[src/rtl/sipo_rx.sv]
//------------------------------------------------------------------------------
// Module   : sipo_rx
// Brief    : Framed serial-in/parallel-out receiver (MSB first) with a
//            one-word output register, ready/valid handshake and sticky
//            overrun. Optional even parity via macro SIPO_RX_PARITY_EN.
// Revision : 1.0 - initial release
//------------------------------------------------------------------------------
`default_nettype none

module sipo_rx #(
   parameter int WIDTH = 4
) (
   input  logic             clk,
   input  logic             rst,
   input  logic             serial_in,
   input  logic             shift_en,
   input  logic             start,
   input  logic             out_ready,
   input  logic             ovr_clr,
   output logic [WIDTH-1:0] parallel_out,
   output logic             valid,
   output logic             busy,
   output logic             overrun,
   output logic             parity_err
);

`ifdef SIPO_RX_PARITY_EN
   localparam int c_par_bits = 1;
`else
   localparam int c_par_bits = 0;
`endif
   localparam int c_fl = WIDTH + c_par_bits;
   localparam int c_cw = $clog2(c_fl + 1);
   localparam logic [c_cw-1:0] c_last = c_cw'(c_fl - 1);

   localparam logic [0:0] c_st_idle  = 1'b0;
   localparam logic [0:0] c_st_shift = 1'b1;

   logic [0:0]       r_state;
   logic [c_cw-1:0]  r_cnt;
   logic [c_fl-1:0]  r_sr;
   logic [WIDTH-1:0] r_parallel;
   logic             r_valid;
   logic             r_overrun;

   logic [c_fl-1:0]  w_frame;
   logic [WIDTH-1:0] w_data;
   logic             w_restart;
   logic             w_shift;
   logic             w_done;
   logic             w_accept;
   logic             w_drop;

   // Frame as it stands once the current bit is included; data bits lead.
   assign w_frame   = {r_sr[c_fl-2:0], serial_in};
   assign w_data    = w_frame[c_fl-1 -: WIDTH];
   assign w_restart = shift_en & start;
   assign w_shift   = shift_en & ~start & (r_state == c_st_shift);
   assign w_done    = w_shift & (r_cnt == c_last);
   assign w_accept  = w_done & (~r_valid | out_ready);
   assign w_drop    = w_done & r_valid & ~out_ready;

   always_ff @(posedge clk or posedge rst) begin
      if (rst) begin
         r_state <= c_st_idle;
         r_cnt   <= '0;
         r_sr    <= '0;
      end else if (w_restart) begin
         // Start also aborts any partial frame in progress.
         r_state <= c_st_shift;
         r_cnt   <= c_cw'(1);
         r_sr    <= {{(c_fl-1){1'b0}}, serial_in};
      end else if (w_done) begin
         r_state <= c_st_idle;
         r_cnt   <= '0;
         r_sr    <= w_frame;
      end else if (w_shift) begin
         r_cnt   <= r_cnt + c_cw'(1);
         r_sr    <= w_frame;
      end
   end

   always_ff @(posedge clk or posedge rst) begin
      if (rst) begin
         r_parallel <= '0;
         r_valid    <= 1'b0;
      end else if (w_accept) begin
         r_parallel <= w_data;
         r_valid    <= 1'b1;
      end else if (r_valid && out_ready) begin
         r_valid    <= 1'b0;
      end
   end

   // A drop on the same edge as a clear wins so no overrun is lost.
   always_ff @(posedge clk or posedge rst) begin
      if (rst) begin
         r_overrun <= 1'b0;
      end else if (w_drop) begin
         r_overrun <= 1'b1;
      end else if (ovr_clr) begin
         r_overrun <= 1'b0;
      end
   end

`ifdef SIPO_RX_PARITY_EN
   logic r_parity_err;

   always_ff @(posedge clk or posedge rst) begin
      if (rst) begin
         r_parity_err <= 1'b0;
      end else if (w_accept) begin
         r_parity_err <= ^w_frame;
      end
   end

   assign parity_err = r_parity_err;
`else
   assign parity_err = 1'b0;
`endif

   assign parallel_out = r_parallel;
   assign valid        = r_valid;
   assign busy         = (r_state == c_st_shift);
   assign overrun      = r_overrun;

endmodule

`default_nettype wire

[config.mk]
export PLATFORM = sky130hd
export DESIGN_NAME = sipo_rx
export DESIGN_NICKNAME = d
export VERILOG_FILES = /design/src/rtl/sipo_rx.sv
export SDC_FILE = /design/constraint.sdc
export NUM_CORES = 1
export LEC_CHECK = 0
export ABC_AREA = 1
export CORE_MARGIN = 4
export CORE_UTILIZATION = 30
export CTS_CLUSTER_DIAMETER = 120
export DETAILED_ROUTE_END_ITERATION = 8
export PLACE_DENSITY = 0.52
export RECOVER_POWER = 100
export SETUP_SLACK_MARGIN = 0.2
export SLEW_MARGIN = 20
export SYNTH_ARGS = -nofsm -noshare
export SYNTH_HDL_FRONTEND = slang
export SYNTH_SLANG_ARGS = --single-unit
export TNS_END_PERCENT = 5
[constraint.sdc]
create_clock -name clk -period 2 [get_ports clk]
set_input_delay 0.4 -clock clk [delete_from_list [all_inputs] [get_ports clk]]
set_output_delay 0.4 -clock clk [all_outputs]
set_load 0.03 [all_outputs]
==> flow_metrics.tcl <==
set metrics [dict create \
    gp_congestion 0.737 \
    min_from "parallel_out[1]$_DFFE_PP0P_" \
    grt-ovfl-total 0 \
    cts_root_buf "clkbuf_4" \
    cts_inserted_buffers 3 \
    portBuffers 13 \
    p_leak_nw 0.387 \
    clkSinkCount 13 \
    cts_resized 0 \
    antenna_found_initial 0 \
    critical_path_buf_inv_count 1 \
    dpl.hpwl_um 827 \
    slowest_stage "dlygate4sd3_1" \
    tritoncts "yes" \
    setup_tns_ns 0 \
    drcViolationCount 0 \
    holdWs_ns 0.466 \
    grt_pass1_wl_um 2010 \
    finClkSkew_ns 0.00135 \
    post-route-util_pct 41.6 \
    crit_fanout 3 \
    clkPwrFrac_pct 22.1 \
    pre_cts_slack_ns 0.441 \
    clkLatencyLatePin_ns 0.27 \
    grt_setup_unrepaired "false" \
    path_cells "dlygate4sd3_1" \
    synthCells 64 \
    drtAntennaViolNets 0 \
    swShare_pct 35.5 \
    wl_per_cell_um 10.5 \
    startpoint "busy$_DFFE_PP0P_" \
    io_pins 15 \
    pwr-share-seq_pct 45.6 \
    critPathMaxStageDelay_ns 0.75 \
    p_comb_share_pct 32.3 \
    grt_pass1_vias 471 \
    area_growth_pct 26.2 \
    fin_crit_ns 1.79 \
    max_cap_viol_count 0 \
    synth_nets 72 \
    vdd_drop_max_v 0.000343 \
    cp-end-kind "output pin" \
    synth.distinct_cells 16 \
    yosysWarnings 0 \
    cts_buffer_depth 2 \
    cp.required_ns 1.60 \
    cp_top_family "buffers and inverters" \
    drt_iter0_markers 9 \
    drt_first_pass_iters 4 \
    syn_area_per_cell_sq_um 9.19 \
    cts_setup_buffers 0 \
    cp.arrival_ns 1.39 \
    rr_startpoint "busy$_DFFE_PP0P_" \
    diodes 0 \
    final_nets 89 \
    max_freq_ghz 0.559 \
    fp.dieW_um 52.3 \
    die_height_um 52.3 \
    vias 467 \
    grt_max_degree 14 \
    p_sw_w 0.000263 \
    power.density_mw_per_mm2 998 \
    status "complete, no violations" \
    hold_violations 0 \
    slew_violations 0 \
    routed_via_density 4.45 \
    dieArea_sq_mm 0.00273 \
    cp-start-kind "flip-flop" \
    h-tree-depth 1 \
    hold_buffers 0 \
    core_area_sq_mm 0.00178 \
    hold_class "reg -> reg" \
    ys_ff_latch 13 \
    ys_seq_area_share_pct 55.3 \
    intPower_w 0.000477 \
    cts.clk_slew.worst_paths_ns 0.08 \
    r2r_setup_slack_ns 0.62 \
    syn_area_sq_um 588 \
    start_util_pct 33.0 \
    finalSetupViolations 0 \
    grt_usage_pct 9.92 \
    final_layout_size_suffix_gt1_share_pct 5.00 \
    num_rows 15 \
    routed_wl_um 1100 \
    fin_crit_sh_pct 89.4 \
    crit_type "reg -> out" \
    setup_ws_ns 0.212 \
]
-- final cells by class --
cell class / instances / area (sq um)
multi-input combinational: 40 / 191
sequential: 13 / 325
inverter: 10 / 37.5
timing repair buffer: 13 / 130
clock buffer: 4 / 26.3
tap: 25 / 31.3
fill: 201 / 1040
-- final timing paths --
kind	to	cells after the start
hold reg to reg	parallel_out[1]$_DFFE_PP0P_	2
min in group asynchronous	overrun$_DFFE_PP0P_	2
setup / recovery	busy	1
setup reg to reg	parallel_out[0]$_DFFE_PP0P_	5
hold / removal	parallel_out[1]$_DFFE_PP0P_	2
max in group asynchronous	parallel_out[0]$_DFFE_PP0P_	2
-- metrics by stage --
step	total power, W	instance area [sq um]	instances
final	0.000740	742	105
after CTS	0.000779	768	105
after floorplan	0.000509	588	64
after global routing	0.000797	742	105
after detailed placement	0.000612	742	101
after global placement	0.000610	742	101
-- synth_stat cells --
master | instances | share of area (%)
nand3_2 | 1 | 1.7
nand4_1 | 4 | 4.3
nor2_8 | 1 | 3.4
a21oi_1 | 1 | 0.85
ha_1 | 1 | 2.1
nand2_1 | 19 | 12
buf_4 | 1 | 1.3
nor2_4 | 1 | 1.9
o22ai_1 | 1 | 1.1
nand2_2 | 2 | 2.1
conb_1 | 1 | 0.64
o21ai_0 | 2 | 1.7
inv_1 | 10 | 6.4
dfrtp_1 | 13 | 55
o21ai_1 | 3 | 2.6
nand3_1 | 3 | 2.6
-- placed cells by master, fill, tap and decap left out, types with 3 or more instances in the layout --
cell / n
nand3_1: 4
o21ai_0: 4
clkbuf_4: 3
clkdlybuf4s50_1: 4
dlygate4sd3_1: 9
inv_1: 10
nand4_1: 4
nand2_1: 21
dfrtp_1: 13
-- flip-flops by register name (all words and copies together), names as in the netlist --
name          flops
parallel_out      4
r_cnt             3
r_sr              3
busy              1
overrun           1
valid             1
-- power groups by stage --
stage	combinational (W)	clock [W]	sequential [W]
final	0.000239	0.000164	0.000337
after detailed placement	0.000266	0	0.000345
after global placement	0.000265	0	0.000345
after floorplan	0.0000959	0	0.000413
after CTS	0.000268	0.000171	0.000340
after global routing	0.000267	0.000184	0.000346
-- cell families (layout without fill, tap and decap cells) --
kind of cell,Yosys count,count (layout),share of synthesized area [%]
AOI/OAI and AO/OA,7,7,6.17
adders and majority gates,1,1,2.13
buffers and inverters,11,27,7.66
DFF,13,13,55.3
other,1,1,0.638
and+or+nand+nor,31,31,28.1
-- layer usage --
layer	up-vias	track usage [%]	routed length, um
met5	-	0	0
met4	0	6.38	7
met3	2	1.99	80
met2	11	15.3	483
met1	216	12.5	532
li1	238	-	-
Note: power is estimated with default switching activity, not from simulation.
